`config.mk`:
```
export PLATFORM = sky130hd
export DESIGN_NAME = memo_writer
export DESIGN_NICKNAME = d
export VERILOG_FILES = /design/src/rtl/memo_pkg.sv /design/src/rtl/memo_wait_cnt.sv /design/src/rtl/memo_writer.sv
export SDC_FILE = /design/constraint.sdc
export NUM_CORES = 1
export LEC_CHECK = 0
export ABC_AREA = 1
export CORE_MARGIN = 8
export CORE_UTILIZATION = 50
export CTS_CLUSTER_SIZE = 25
export DETAILED_ROUTE_END_ITERATION = 6
export PLACE_DENSITY = 0.75
export SLEW_MARGIN = 15
export SYNTH_ARGS = -nofsm -noshare
export SYNTH_HDL_FRONTEND = slang
export SYNTH_SLANG_ARGS = --single-unit
```
`constraint.sdc`:
```
create_clock -name clock -period 1.92 [get_ports clock]
set_clock_uncertainty 0.15 [all_clocks]
set_input_delay 0.192 -clock clock [delete_from_list [all_inputs] [get_ports clock]]
set_output_delay 0.192 -clock clock [all_outputs]
set_load 0.01 [all_outputs]
```
`src/rtl/memo_pkg.sv`:
```
// memo_pkg: shared state encodings and header/data offsets for the memo recorder and playback controllers.
package memo_pkg;
   localparam logic [3:0] ST_IDLE           = 4'd0;
   localparam logic [3:0] ST_WAIT_SAMPLE    = 4'd1;
   localparam logic [3:0] ST_WRITE          = 4'd2;
   localparam logic [3:0] ST_WRITE_WAIT     = 4'd3;
   localparam logic [3:0] ST_HDR_START      = 4'd4;
   localparam logic [3:0] ST_HDR_START_WAIT = 4'd5;
   localparam logic [3:0] ST_HDR_END        = 4'd6;
   localparam logic [3:0] ST_HDR_END_WAIT   = 4'd7;
   localparam logic [3:0] ST_DONE           = 4'd8;
   localparam logic [15:0] HDR_START_OFS = 16'd0;
   localparam logic [15:0] HDR_END_OFS   = 16'd1;
   localparam logic [15:0] DATA_OFS      = 16'd2;
   function automatic logic [15:0] ofs_addr(input logic [15:0] base, input logic [15:0] ofs);
      return base + ofs;
   endfunction
endpackage

```
`src/rtl/memo_wait_cnt.sv`:
```
// memo_wait_cnt: loadable down-counter; zero is high once the loaded count has fully elapsed.
module memo_wait_cnt #(
   parameter int W = 8
) (
   input  logic         clock,
   input  logic         reset,
   input  logic         load,
   input  logic [W-1:0] load_val,
   output logic         zero
);
   logic [W-1:0] cnt_q, cnt_d;
   always_comb cnt_d = load ? load_val : (cnt_q != '0 ? cnt_q - W'(1) : cnt_q);
   always_ff @(posedge clock) cnt_q <= reset ? '0 : cnt_d;
   assign zero = !load && cnt_q == '0;
endmodule

```
`src/rtl/memo_writer.sv`:
```
// memo_writer: records a 16-bit sample stream to memory at base+2.. and commits a {start,end} header at base.
// Optional MEMO_WRITER_MAXLEN_EN adds max_len auto-stop; WR_WAIT below 1 behaves as 1.
module memo_writer
   import memo_pkg::*;
#(
   parameter int WR_WAIT = 2,
   parameter int ADDR_W  = 21
) (
   input  logic              clock,
   input  logic              reset,
   input  logic              start,
   input  logic              stop,
   input  logic [15:0]       base_addr,
   input  logic [15:0]       sample_in,
   input  logic              sample_valid,
`ifdef MEMO_WRITER_MAXLEN_EN
   input  logic [15:0]       max_len,
`endif
   output logic              sample_ready,
   output logic              write_en,
   output logic [15:0]       data_out,
   output logic [ADDR_W-1:0] addr_out,
   output logic              busy,
   output logic              done,
   output logic              overflow
);
   localparam int WAIT_LD = WR_WAIT > 0 ? WR_WAIT - 1 : 0;
   logic [3:0]  state_q, state_d;
   logic [15:0] base_q, base_d, wr_ptr_q, wr_ptr_d, last_q, last_d, sample_q, sample_d;
   logic        stop_pending_q, stop_pending_d, overflow_q, overflow_d;
   logic        wait_zero, accept, auto_stop, full;
   logic [15:0] addr16;
   memo_wait_cnt #(.W(8)) u_wait (
      .clock    (clock),
      .reset    (reset),
      .load     (write_en),
      .load_val (8'(WAIT_LD)),
      .zero     (wait_zero)
   );
   assign accept = state_q == ST_WAIT_SAMPLE && sample_valid && sample_ready;
   assign full   = wr_ptr_q == 16'hFFFF;
`ifdef MEMO_WRITER_MAXLEN_EN
   logic [15:0] max_len_q, max_len_d, count_q, count_d;
   // The last allowed sample raises stop_pending exactly like a coincident stop.
   assign auto_stop = accept && max_len_q != '0 && count_q + 16'd1 == max_len_q;
   always_comb begin
      max_len_d = (state_q == ST_IDLE && start) ? max_len : max_len_q;
      count_d   = (state_q == ST_IDLE && start) ? '0 : (accept ? count_q + 16'd1 : count_q);
   end
   always_ff @(posedge clock) begin
      max_len_q <= reset ? '0 : max_len_d;
      count_q   <= reset ? '0 : count_d;
   end
`else
   assign auto_stop = 1'b0;
`endif
   always_comb begin
      state_d    = state_q;
      base_d     = base_q;
      wr_ptr_d   = wr_ptr_q;
      last_d     = last_q;
      sample_d   = sample_q;
      overflow_d = overflow_q;
      case (state_q)
         ST_IDLE: if (start) begin
            state_d    = ST_WAIT_SAMPLE;
            base_d     = base_addr;
            wr_ptr_d   = ofs_addr(base_addr, DATA_OFS);
            last_d     = ofs_addr(base_addr, HDR_END_OFS);
            overflow_d = 1'b0;
         end
         ST_WAIT_SAMPLE: if (accept) begin
            sample_d = sample_in;
            state_d  = ST_WRITE;
         end else if (stop_pending_q) state_d = ST_HDR_START;
         ST_WRITE: begin
            last_d  = wr_ptr_q;
            state_d = ST_WRITE_WAIT;
         end
         ST_WRITE_WAIT: if (wait_zero) begin
            wr_ptr_d   = wr_ptr_q + 16'd1;
            state_d    = (stop_pending_q || full) ? ST_HDR_START : ST_WAIT_SAMPLE;
            overflow_d = overflow_q | full;
         end
         ST_HDR_START:      state_d = ST_HDR_START_WAIT;
         ST_HDR_START_WAIT: state_d = wait_zero ? ST_HDR_END : state_q;
         ST_HDR_END:        state_d = ST_HDR_END_WAIT;
         ST_HDR_END_WAIT:   state_d = wait_zero ? ST_DONE : state_q;
         ST_DONE:           state_d = ST_IDLE;
         default:           state_d = ST_IDLE;
      endcase
      stop_pending_d = state_d == ST_IDLE ? 1'b0 : stop_pending_q | (stop && state_q != ST_IDLE) | auto_stop;
   end
   always_ff @(posedge clock) begin
      if (reset) begin
         state_q        <= ST_IDLE;
         base_q         <= '0;
         wr_ptr_q       <= '0;
         last_q         <= '0;
         sample_q       <= '0;
         stop_pending_q <= 1'b0;
         overflow_q     <= 1'b0;
      end else begin
         state_q        <= state_d;
         base_q         <= base_d;
         wr_ptr_q       <= wr_ptr_d;
         last_q         <= last_d;
         sample_q       <= sample_d;
         stop_pending_q <= stop_pending_d;
         overflow_q     <= overflow_d;
      end
   end
   assign write_en     = state_q == ST_WRITE || state_q == ST_HDR_START || state_q == ST_HDR_END;
   assign sample_ready = state_q == ST_WAIT_SAMPLE && !stop_pending_q;
   assign busy         = state_q != ST_IDLE;
   assign done         = state_q == ST_DONE;
   assign overflow     = overflow_q;
   assign addr16   = state_q == ST_WRITE     ? wr_ptr_q :
                     state_q == ST_HDR_START ? ofs_addr(base_q, HDR_START_OFS) :
                     state_q == ST_HDR_END   ? ofs_addr(base_q, HDR_END_OFS) : '0;
   assign data_out = state_q == ST_WRITE     ? sample_q :
                     state_q == ST_HDR_START ? ofs_addr(base_q, DATA_OFS) :
                     state_q == ST_HDR_END   ? last_q : '0;
   assign addr_out = ADDR_W'(addr16);
endmodule
```
==> results.ini, run 1 <==
[timing]
whs_ns=0.2035
fmax_ghz=0.4257
hold_viol_final=0
timing.final.crit_period_ns=2.349
setup_viol=41
slew_violations=0
rsz0062_at_grt=yes
setup_slack_ns=-0.4292
fin_crit_sh_pct=122.4

[floorplanning]
die-area_mm2=0.01359
rows=36
coreArea_mm2=0.009819
die_w_um=116.6
io_pins=79
die_y_um=116.6
start_util_pct=51.49

[route]
drtIter0Drc=920
drtAntennaViolNets=0
drc=0
avgViaCountPerCell=5.927
num_vias=6846
drt-total-wl_um=23580
drt_pass1_iterations=6
routedWlPerCell_um=20.41

[global_routing]
overflow=0
grt_use_total_pct=30.13
use_met1_pct=34.62
gr-usage-met3_pct=6.722
grt_pass1_wl_um=31810
met2_usage_pct=49.50
antenna_found_initial=0
grt_pass1_vias=6467
grt_max_degree=39
busiest_layer=met2

[worst_setup_path]
cpPeakStageDelay_ns=0.36
cp_slowest_cell=dfxtp_2
critical_path.top_delay_family=simple AND/OR/NAND/NOR gates
crit_fanout=3
crit_required_ns=1.58
critPathBufInv=4
startpoint_type=register
worstPathCellList=buf_6 > ha_4 > inv_2 > nor2_4 > nand4_4 > nor2_4 > buf_4 > nor2_2 > o21ai_2 > buf_2
arrival_ns=2.01
rrSetupSlack_ns=-0.12
crit_top_cell=nor2_4
cp-end-kind=primary output
crit_type=reg -> out

[synth]
ys_warn_count=0
netlist_instances=784
synthArstFlopShare_pct=0
syn_area_per_cell_um2=6.449
synth_edf_count=0
syn-cell-area_mm2=0.005056
synth_cell_types=45
seq_area_frac_synth_pct=30.88
synthFlopType=dfxtp_1
ys_ff_latch=78

[run]
cap_violations=0

[cts]
clkTransAtPathRegs_ns=0.09
ctsHoldBuffers=0
cts_root_buf=clkbuf_8
cts_tree=done
clock_sinks=78
cts_buffers=9
cts_buffer_depth=2
clkLatencyLatePin_ns=0.39
htreeDepth=3

[outcome]
violations=setup timing
outcome=complete, but fails checks

[pwr]
peakVddDrop_v=0.0009408
power.leakage_nw=3.760
powerDensity_mw_per_mm2=776.6

[placed_design]
dp_hpwl_um=14680
gp_congestion=0.9512
port-buffer-count=73

[layout]
areaGrowthSynthToFinish_pct=59.32
diodes=0
fin_nets=1061
drive_gt1_share_pct=36.20
fin_util_pct=82.03

[worst_hold_path]
hp-class=in -> reg

[stage by stage]
step | total power, mW | setup TNS (ns) | cells | setup slack (ns) | instance area (um^2)
floorplan | 3.337 | 0 | 788 | 0.02193 | 5071
global placement | 4.111 | -11.79 | 1105 | -0.4043 | 6920
detailed placement | 4.188 | -13.17 | 1105 | -0.4624 | 6920
CTS | 5.637 | -6.868 | 1143 | -0.3487 | 7586
global route | 6.473 | -10.66 | 1155 | -0.4771 | 8055
finish | 6.256 | -8.330 | 1155 | -0.4292 | 8055
[cell usage after synthesis (2+ instances only)]
master      n  area [um^2]
ha_1        7        87.58
nor2_1     71        266.5
nand2_4     2        22.52
buf_2      11        55.05
inv_2       7        26.28
o21ai_1     4        20.02
a31oi_1    15        93.84
nand2_2     5        31.28
nand4_2     2        25.02
clkbuf_2    2        10.01
nor2_4      4        45.04
inv_1      76        285.3
buf_6       5        56.30
o22ai_1     6        37.54
dfxtp_1    78         1562
or2_2       3        18.77
a211oi_1    3        22.52
a21oi_1    60        300.3
o21ai_0    69        345.3
buf_4       7        52.55
nand2_1   196        735.7
o211ai_1   15        112.6
xor2_1     21        183.9
nor2_2      7        43.79
clkbuf_1    8        30.03
nand4_1     5        31.28
xnor2_1     8        70.07
nand3_1    53        265.3
nor3_1     18        90.09
[worst register-to-register path, delay by kind of cell (launching register included)]
kind                     cells  cell delay, ns
flip-flops                   1            0.35
buffers and inverters        2            0.23
adder cells (fa/ha/maj)      1            0.15
AND/OR/NAND/NOR              9            1.08
[worst paths after layout]
kind | cells past startpoint | startpoint | to
worst min register to register | 2 | sample_q[11] | sample_q[11]
worst min-delay path | 3 | sample_in[15] | sample_q[15]
worst max-delay path | 10 | base_q[1] | addr_out[8]
worst max register to register | 12 | u_wait.cnt_q[0] | stop_pending_q
[kinds of logic (layout without fill, tap and decap cells)]
logic type	Yosys count	count (layout)	synth area share, %
AOI/OAI and AO/OA	179	179	19.75
xor gates and xnor gates	29	29	5.024
adders and majority gates	7	7	1.732
buffers and inverters	118	352	10.42
DFF	78	78	30.88
muxes	1	1	0.1980
other	1	5	0.07417
and+or+nand+nor	371	371	31.92
[state kept, by name, summed over array words and instances, names as in the netlist]
register        cells
u_wait.cnt_q        8
stop_pending_q      1
base_q             16
wr_ptr_q           16
state_q             4
sample_q           16
overflow            1
last_q             16
[power breakdown]
group | internal, mW | leakage (nW) | total (mW) | switching [mW]
registers | 1.89 | 0.646 | 2.15 | 0.262
logic | 1.17 | 3.01 | 2.76 | 1.59
clock network | 0.646 | 0.105 | 1.34 | 0.698
total | 3.71 | 3.76 | 6.26 | 2.55
[cell type report]
cell class	count	area, um^2
Clock buffer	14	192.7
Clock inverter	2	12.51
Fill cell	620	1764
Inverter	85	359.1
Multi-Input combinational cell	592	3542
Sequential cell	78	1580
Tap cell	133	166.4
Timing Repair Buffer	250	2193
Timing Repair inverter	1	8.758
[routing by layer]
layer,wire length (um),part of all wire (%),vias up
li1,-,-,3057
met1,9109,39,3185
met2,10860,46,465
met3,2043,8.7,139
met4,1568,6.6,0
met5,0,0,-
[cell usage in the layout (no fill, tap or decap), types with 6 or more instances in the layout]
cell,instances
o21ai_0,49
nor2_1,54
buf_6,40
buf_2,28
o21ai_1,20
dfxtp_1,65
buf_4,133
clkdlybuf4s50_1,36
nand2_1,165
nand2_2,19
a21oi_1,54
nor2_2,11
inv_2,13
a21oi_2,6
nand3_1,46
xor2_1,19
buf_12,6
nor3_1,12
inv_4,6
dfxtp_2,12
clkbuf_8,14
o211ai_1,15
xnor2_1,7
nor2_4,17
nand2_4,17
inv_1,64
a31oi_1,14
[timing repair]
item,in CTS,in global routing
buffers inserted,22,17
resized for setup,285,97
pin swaps,50,51
setup endpoints to repair,37,69
gates cloned,2,3
No activity file was read; power rests on OpenSTA's default activity.
==> run 2: changes to the inputs <==
--- a/config.mk
+++ b/config.mk
@@ -7,10 +7,10 @@
 export LEC_CHECK = 0
 export ABC_AREA = 1
 export CORE_MARGIN = 8
-export CORE_UTILIZATION = 50
+export CORE_UTILIZATION = 45
 export CTS_CLUSTER_SIZE = 25
 export DETAILED_ROUTE_END_ITERATION = 6
-export PLACE_DENSITY = 0.75
+export PLACE_DENSITY = 0.69
 export SLEW_MARGIN = 15
 export SYNTH_ARGS = -nofsm -noshare
 export SYNTH_HDL_FRONTEND = slang
==> results.ini, run 2 (synthesis results as in run 1) <==
[layout]
areaGrowthSynthToFinish_pct=58.03  ; was 59.32%
drive_gt1_share_pct=34.90  ; was 36.20%
fillers=866  ; was 620
fin_util_pct=73.39  ; was 82.03%
fin_nets=1039  ; was 1,061
diodes=0  ; unchanged
final_common_cell=nand2_1  ; unchanged
final_cell_mix=nand2_1 (163), buf_4 (108), inv_1 (68)  ; was nand2_1 (165), buf_4 (133), dfxtp_1 (65)

[worst_setup_path]
cpPeakStageDelay_ns=0.36  ; about the same
crit_fanout=3  ; unchanged
critical_path.top_delay_family=buffers and inverters  ; was simple AND/OR/NAND/NOR gates
crit_top_cell=nor2_4  ; unchanged
crit_required_ns=1.58  ; about the same
crit_type=reg -> out  ; unchanged
rrSetupSlack_ns=-0.04  ; was -0.12 ns
critPathBufInv=4  ; unchanged
arrival_ns=1.92  ; was 2.01 ns
cp-end-kind=primary output  ; unchanged
worstPathCellList=buf_6 > ha_4 > inv_2 > nor2_4 > nand4_4 > nor2_4 > buf_4 > nor2_1 > o21ai_1 > buf_2  ; was buf_6 > ha_4 > inv_2 > nor2_4 > nand4_4 > nor2_4 > buf_4 > nor2_2 > o21ai_2 > buf_2
startpoint_type=register  ; unchanged
cp_slowest_cell=dfxtp_2  ; unchanged

[run]
cap_violations=0  ; unchanged

[timing]
rsz0062_at_grt=yes  ; unchanged
fmax_ghz=0.4416  ; was 0.4257 GHz
hold_viol_final=0  ; unchanged
setup_slack_ns=-0.3447  ; was -0.4292 ns
timing.final.crit_period_ns=2.265  ; was 2.349 ns
fin_crit_sh_pct=118.0  ; was 122.4%
setup_viol=34  ; was 41
slew_violations=0  ; unchanged

[floorplanning]
die_y_um=122  ; was 116.6 um
start_util_pct=46.44  ; was 51.49%
die_w_um=122  ; was 116.6 um
die-area_mm2=0.01488  ; was 0.01359 mm^2
coreArea_mm2=0.01089  ; was 0.009819 mm^2
rows=38  ; was 36
io_pins=79  ; unchanged

[cts]
htreeDepth=3  ; unchanged
clkTransAtPathRegs_ns=0.09  ; about the same
clock_sinks=78  ; unchanged
cts_buffer_depth=2  ; unchanged
cts_buffers=9  ; unchanged
cts_tree=done  ; unchanged
cts_root_buf=clkbuf_8  ; unchanged
clkLatencyLatePin_ns=0.37  ; was 0.39 ns
ctsHoldBuffers=0  ; unchanged

[global_routing]
grt_use_total_pct=25.48  ; was 30.13%
grt_pass1_vias=6000  ; was 6,467
overflow=0  ; unchanged
grt_pass1_wl_um=30060  ; was 31,810 um
antenna_found_initial=0  ; unchanged
grt_max_degree=40  ; was 39

[pwr]
total_power_mw=5.926  ; was 6.256 mW
power.leakage_nw=3.713  ; was 3.760 nW
power_frac_seq_pct=35.8  ; was 34.4%
switching_share_pct=39.12  ; was 40.76%
peakVddDrop_v=0.0006931  ; was 0.0009408 V
p_int_mw=3.608  ; was 3.706 mW
pwr-share-comb_pct=42.3  ; was 44.1%
clkPwrFrac_pct=21.9  ; was 21.5%
powerDensity_mw_per_mm2=741.7  ; was 776.6 mW/mm^2
netSwitchingPower_mw=2.319  ; was 2.550 mW

[placed_design]
port-buffer-count=73  ; unchanged
dp_hpwl_um=14550  ; was 14,680 um
gp_congestion=1.002  ; was 0.9512

[worst_hold_path]
hp-class=in -> reg  ; unchanged

[route]
drtIter0Drc=511  ; was 920
drc=0  ; unchanged
routedWlPerCell_um=18.64  ; was 20.41 um
drt_pass1_iterations=7  ; was 6
num_vias=6467  ; was 6,846
avgViaCountPerCell=5.673  ; was 5.927
drt-total-wl_um=21250  ; was 23,580 um
drtAntennaViolNets=0  ; unchanged

[outcome]
outcome=complete, but fails checks  ; unchanged
violations=setup timing  ; unchanged

run 2: cell count changes in the layout (fill, tap and decap cells not counted), moves of 3 or more:
cell | previous run | this run
nand3_1 | 46 | 42
clkbuf_8 | 14 | 10
inv_1 | 64 | 68
buf_12 | 6 | 12
nand2_4 | 17 | 22
nand2_2 | 19 | 16
nand3_2 | 4 | 7
inv_2 | 13 | 9
buf_4 | 133 | 108
buf_6 | 40 | 36
run 2: path summary, 6_finish.rpt:
check	to	cells after the start	from
worst max-delay path	addr_out[8]	10	base_q[1]
worst min-delay path	sample_q[2]	3	sample_in[2]
worst max register to register	stop_pending_q	11	state_q[2]
worst min register to register	sample_q[10]	2	sample_q[10]
run 2: tightest hold or removal path, cell delays in order:
cell	delay, ns
clkdlybuf4s50_1	0.39
nand2_1	0.06
a21oi_1	0.05
run 2: per-stage QoR:
stage | setup slack (ns) | area (um^2) | std cells | TNS [ns] | hold slack [ns]
2_1_floorplan | 0.02193 | 5071 | 788 | 0 | 0.1807
5_1_grt | -0.4345 | 7990 | 1140 | -10.46 | 0.2039
4_1_cts | -0.3477 | 7308 | 1124 | -6.446 | 0.2073
6_report | -0.3447 | 7990 | 1140 | -7.829 | 0.2058
3_3_place_gp | -0.3877 | 6764 | 1090 | -10.80 | 0.2952
3_5_place_dp | -0.4343 | 6764 | 1090 | -11.64 | 0.3057
run 2: final cells by class:
class                           count  area, um^2  share of cell area [%]
Timing Repair Buffer              227        2077                   25.99
Sequential cell                    78        1582                   19.79
Clock buffer                       11       141.4                   1.770
Tap cell                          140       175.2                   2.192
Inverter                           85       354.1                   4.432
Timing Repair inverter              2       17.52                  0.2192
Multi-Input combinational cell    592        3585                   44.86
Clock inverter                      5       58.81                  0.7360
run 2: metal layers:
| layer | up-vias | track usage (%) | share of wire (%) |
|---|---|---|---|
| li1 | 3006 | - | - |
| met1 | 3057 | 30.09 | 39 |
| met2 | 318 | 43.97 | 49 |
| met3 | 86 | 3.933 | 6.7 |
| met4 | 0 | 12.80 | 5.7 |
| met5 | - | 0 | 0 |
run 2: power groups by stage:
stage | clock, mW | combinational [mW] | sequential, mW
floorplan | 0 | 1.26 | 2.08
global placement | 0 | 2.02 | 2.10
finish | 1.30 | 2.51 | 2.12
detailed placement | 0 | 2.06 | 2.11
global route | 1.40 | 2.70 | 2.15
CTS | 1.31 | 2.18 | 2.09
run 2: timing repair:
item / CTS / global route
pin swaps: 40 / 46
buffers inserted: 17 / 18
gates resized for setup: 247 / 132
endpoints found under the setup margin: 37 / 62
gates cloned: 2 / 4
==> run 3: changes to the inputs <==
==> constraint.sdc (replaced) <==
create_clock -name clock -period 2.89 [get_ports clock]
set_clock_uncertainty 0.15 [all_clocks]
set_input_delay 0.289 -clock clock [delete_from_list [all_inputs] [get_ports clock]]
set_output_delay 0.289 -clock clock [all_outputs]
set_load 0.01 [all_outputs]
==> results.ini, run 3 (synthesis results as in run 1) <==
[pwr]
switching_share_pct=38.88  ; was 39.12%
total_power_mw=3.338  ; was 5.926 mW
pwr-share-comb_pct=34.6  ; was 42.3%
netSwitchingPower_mw=1.298  ; was 2.319 mW
power.leakage_nw=2.671  ; was 3.713 nW
clkPwrFrac_pct=23.0  ; was 21.9%
peakVddDrop_v=0.0003857  ; was 0.0006931 V
powerDensity_mw_per_mm2=539.7  ; was 741.7 mW/mm^2
p_int_mw=2.040  ; was 3.608 mW
power_frac_seq_pct=42.3  ; was 35.8%

[placed_design]
port-buffer-count=73  ; unchanged
gp_congestion=0.9516  ; was 1.002
dp_hpwl_um=13400  ; was 14,550 um
pre_cts_slack_ns=0.1323  ; was -0.4343 ns
dpl_cell_area_mm2=0.005943  ; was 0.006764 mm^2

[worst_setup_path]
crit_fanout=11  ; was 3
crit_required_ns=2.45  ; was 1.58 ns
cp-end-kind=primary output  ; unchanged
arrival_ns=2.32  ; was 1.92 ns
startpoint_type=register  ; unchanged
worstPathCellList=inv_1 > nand2_4 > nor2_2 > buf_6 > nor2_1 > nand2_1 > nor2_1 > o22ai_1 > clkdlybuf4s50_1  ; was buf_6 > ha_4 > inv_2 > nor2_4 > nand4_4 > nor2_4 > buf_4 > nor2_1 > o21ai_1 > buf_2
crit_top_cell=nor2_1  ; was nor2_4
cp_slowest_cell=clkdlybuf4s50_1  ; was dfxtp_2
cpPeakStageDelay_ns=0.58  ; was 0.36 ns
crit_type=reg -> out  ; unchanged

[route]
drt_pass1_iterations=5  ; was 7
drt-total-wl_um=17000  ; was 21,250 um
highest_layer=met4  ; unchanged
avgViaCountPerCell=5.537  ; was 5.673
drtIter0Drc=400  ; was 511
dr_wl_met3_um=1004  ; was 1423 um
dr_wl_met2_um=8215  ; was 10,310 um
drtAntennaViolNets=0  ; unchanged
num_vias=5565  ; was 6,467
met1_length_um=7268  ; was 8300 um
routedWlPerCell_um=16.92  ; was 18.64 um
drc=0  ; unchanged

[timing]
setup_slack_ns=0.1344  ; was -0.3447 ns
fmax_ghz=0.3629
fin_crit_sh_pct=95.35
rsz0062_at_grt=no  ; was yes
max_slew_margin_pct=59.79
setup_tns_ns=0  ; was -7.829 ns
hold_viol_final=0  ; unchanged
slew_violations=0  ; unchanged
setup_viol=0  ; was 34
timing.final.crit_period_ns=2.756
worstMarginPinSlew_ns=0.6024

[global_routing]
antenna_found_initial=0  ; unchanged
overflow=0  ; unchanged
grt_pass1_vias=5300  ; was 6,000
grt_max_degree=40  ; unchanged
grt_use_total_pct=23.13  ; was 25.48%
grt_pass1_wl_um=27190  ; was 30,060 um

[floorplanning]
coreArea_mm2=0.01089  ; unchanged
die_w_um=122  ; unchanged
io_pins=79  ; unchanged
rows=38  ; unchanged
die-area_mm2=0.01488  ; unchanged
start_util_pct=46.44  ; unchanged
die_y_um=122  ; unchanged

[outcome]
outcome=complete, no violations  ; was complete, but fails checks

[cts]
cts_root_buf=clkbuf_8  ; unchanged
cts_buffers=9  ; unchanged
clkLatencyLatePin_ns=0.37  ; about the same
clock_sinks=78  ; unchanged
cts_buffer_depth=2  ; unchanged
ctsHoldBuffers=0  ; unchanged
clkTransAtPathRegs_ns=0.08  ; was 0.09 ns
htreeDepth=3  ; unchanged
cts_tree=done  ; unchanged

[worst_hold_path]
hp-class=reg -> reg  ; was in -> reg

[run]
cap_violations=0  ; unchanged

[layout]
fin_nets=905  ; was 1,039
final_cell_mix=nand2_1 (196), inv_1 (74), dfxtp_1 (73)  ; was nand2_1 (163), buf_4 (108), inv_1 (68)
areaGrowthSynthToFinish_pct=22.32  ; was 58.03%
drive_gt1_share_pct=9.942  ; was 34.90%
postLayoutCellArea_mm2=0.006185  ; was 0.007990 mm^2
fillers=1111  ; was 866
final_common_cell=nand2_1  ; unchanged
diodes=0  ; unchanged

run 3: repair_timing:
action | CTS | global route
setup buffers | 1 | 0
setup endpoints to repair | 9 | 21
pin swaps | 2 | 1
gates resized for setup | 14 | 26
run 3: critical path, delay by kind of cell (launching register included):
kind,cells,cell delay (ns)
AO/OA/AOI/OAI,1,0.18
buffers and inverters,3,0.91
flip-flops,1,0.34
AND/OR/NAND/NOR,5,0.51
run 3: routing by layer:
metal | global-route usage [%] | vias up
met5 | 0 | -
met4 | 10.49 | 0
met3 | 4.257 | 36
met2 | 38.88 | 211
met1 | 28.14 | 2586
li1 | - | 2732
run 3: stage by stage:
stage | util [%] | cells | hold WS, ns
global route | 56.80 | 1005 | 0.3287
floorplan | - | 788 | 0.2747
detailed placement | 54.59 | 989 | 0.3062
CTS | 56.37 | 1005 | 0.3181
global placement | 54.59 | 989 | 0.2969
finish | 56.80 | 1005 | 0.3201
run 3: area by class of cell:
class	instances	area [um^2]	share of cell area, %
tap	140	175.2	2.832
inverter	85	327.8	5.300
timing repair buffer	95	922.1	14.91
clock inverter	3	20.02	0.3237
multi-input combinational	592	3017	48.78
clock buffer	12	155.1	2.509
sequential	78	1568	25.35
run 3: power groups by stage:
stage	sequential [mW]	clock, mW	combinational, mW
after floorplan	1.38	0	0.838
after global placement	1.42	0	1.11
after detailed placement	1.43	0	1.14
after CTS	1.41	0.786	1.15
after global routing	1.44	0.832	1.29
final	1.41	0.769	1.16
run 3: final timing paths:
kind	start	end	slack, ns	depth (start not counted)
worst max register to register	u_wait.cnt_q[0]	wr_ptr_q[0]	0.71	9
worst min register to register	sample_q[7]	sample_q[7]	0.32	2
worst min-delay path	sample_q[7]	sample_q[7]	0.32	2
worst max-delay path	state_q[3]	addr_out[5]	0.13	9
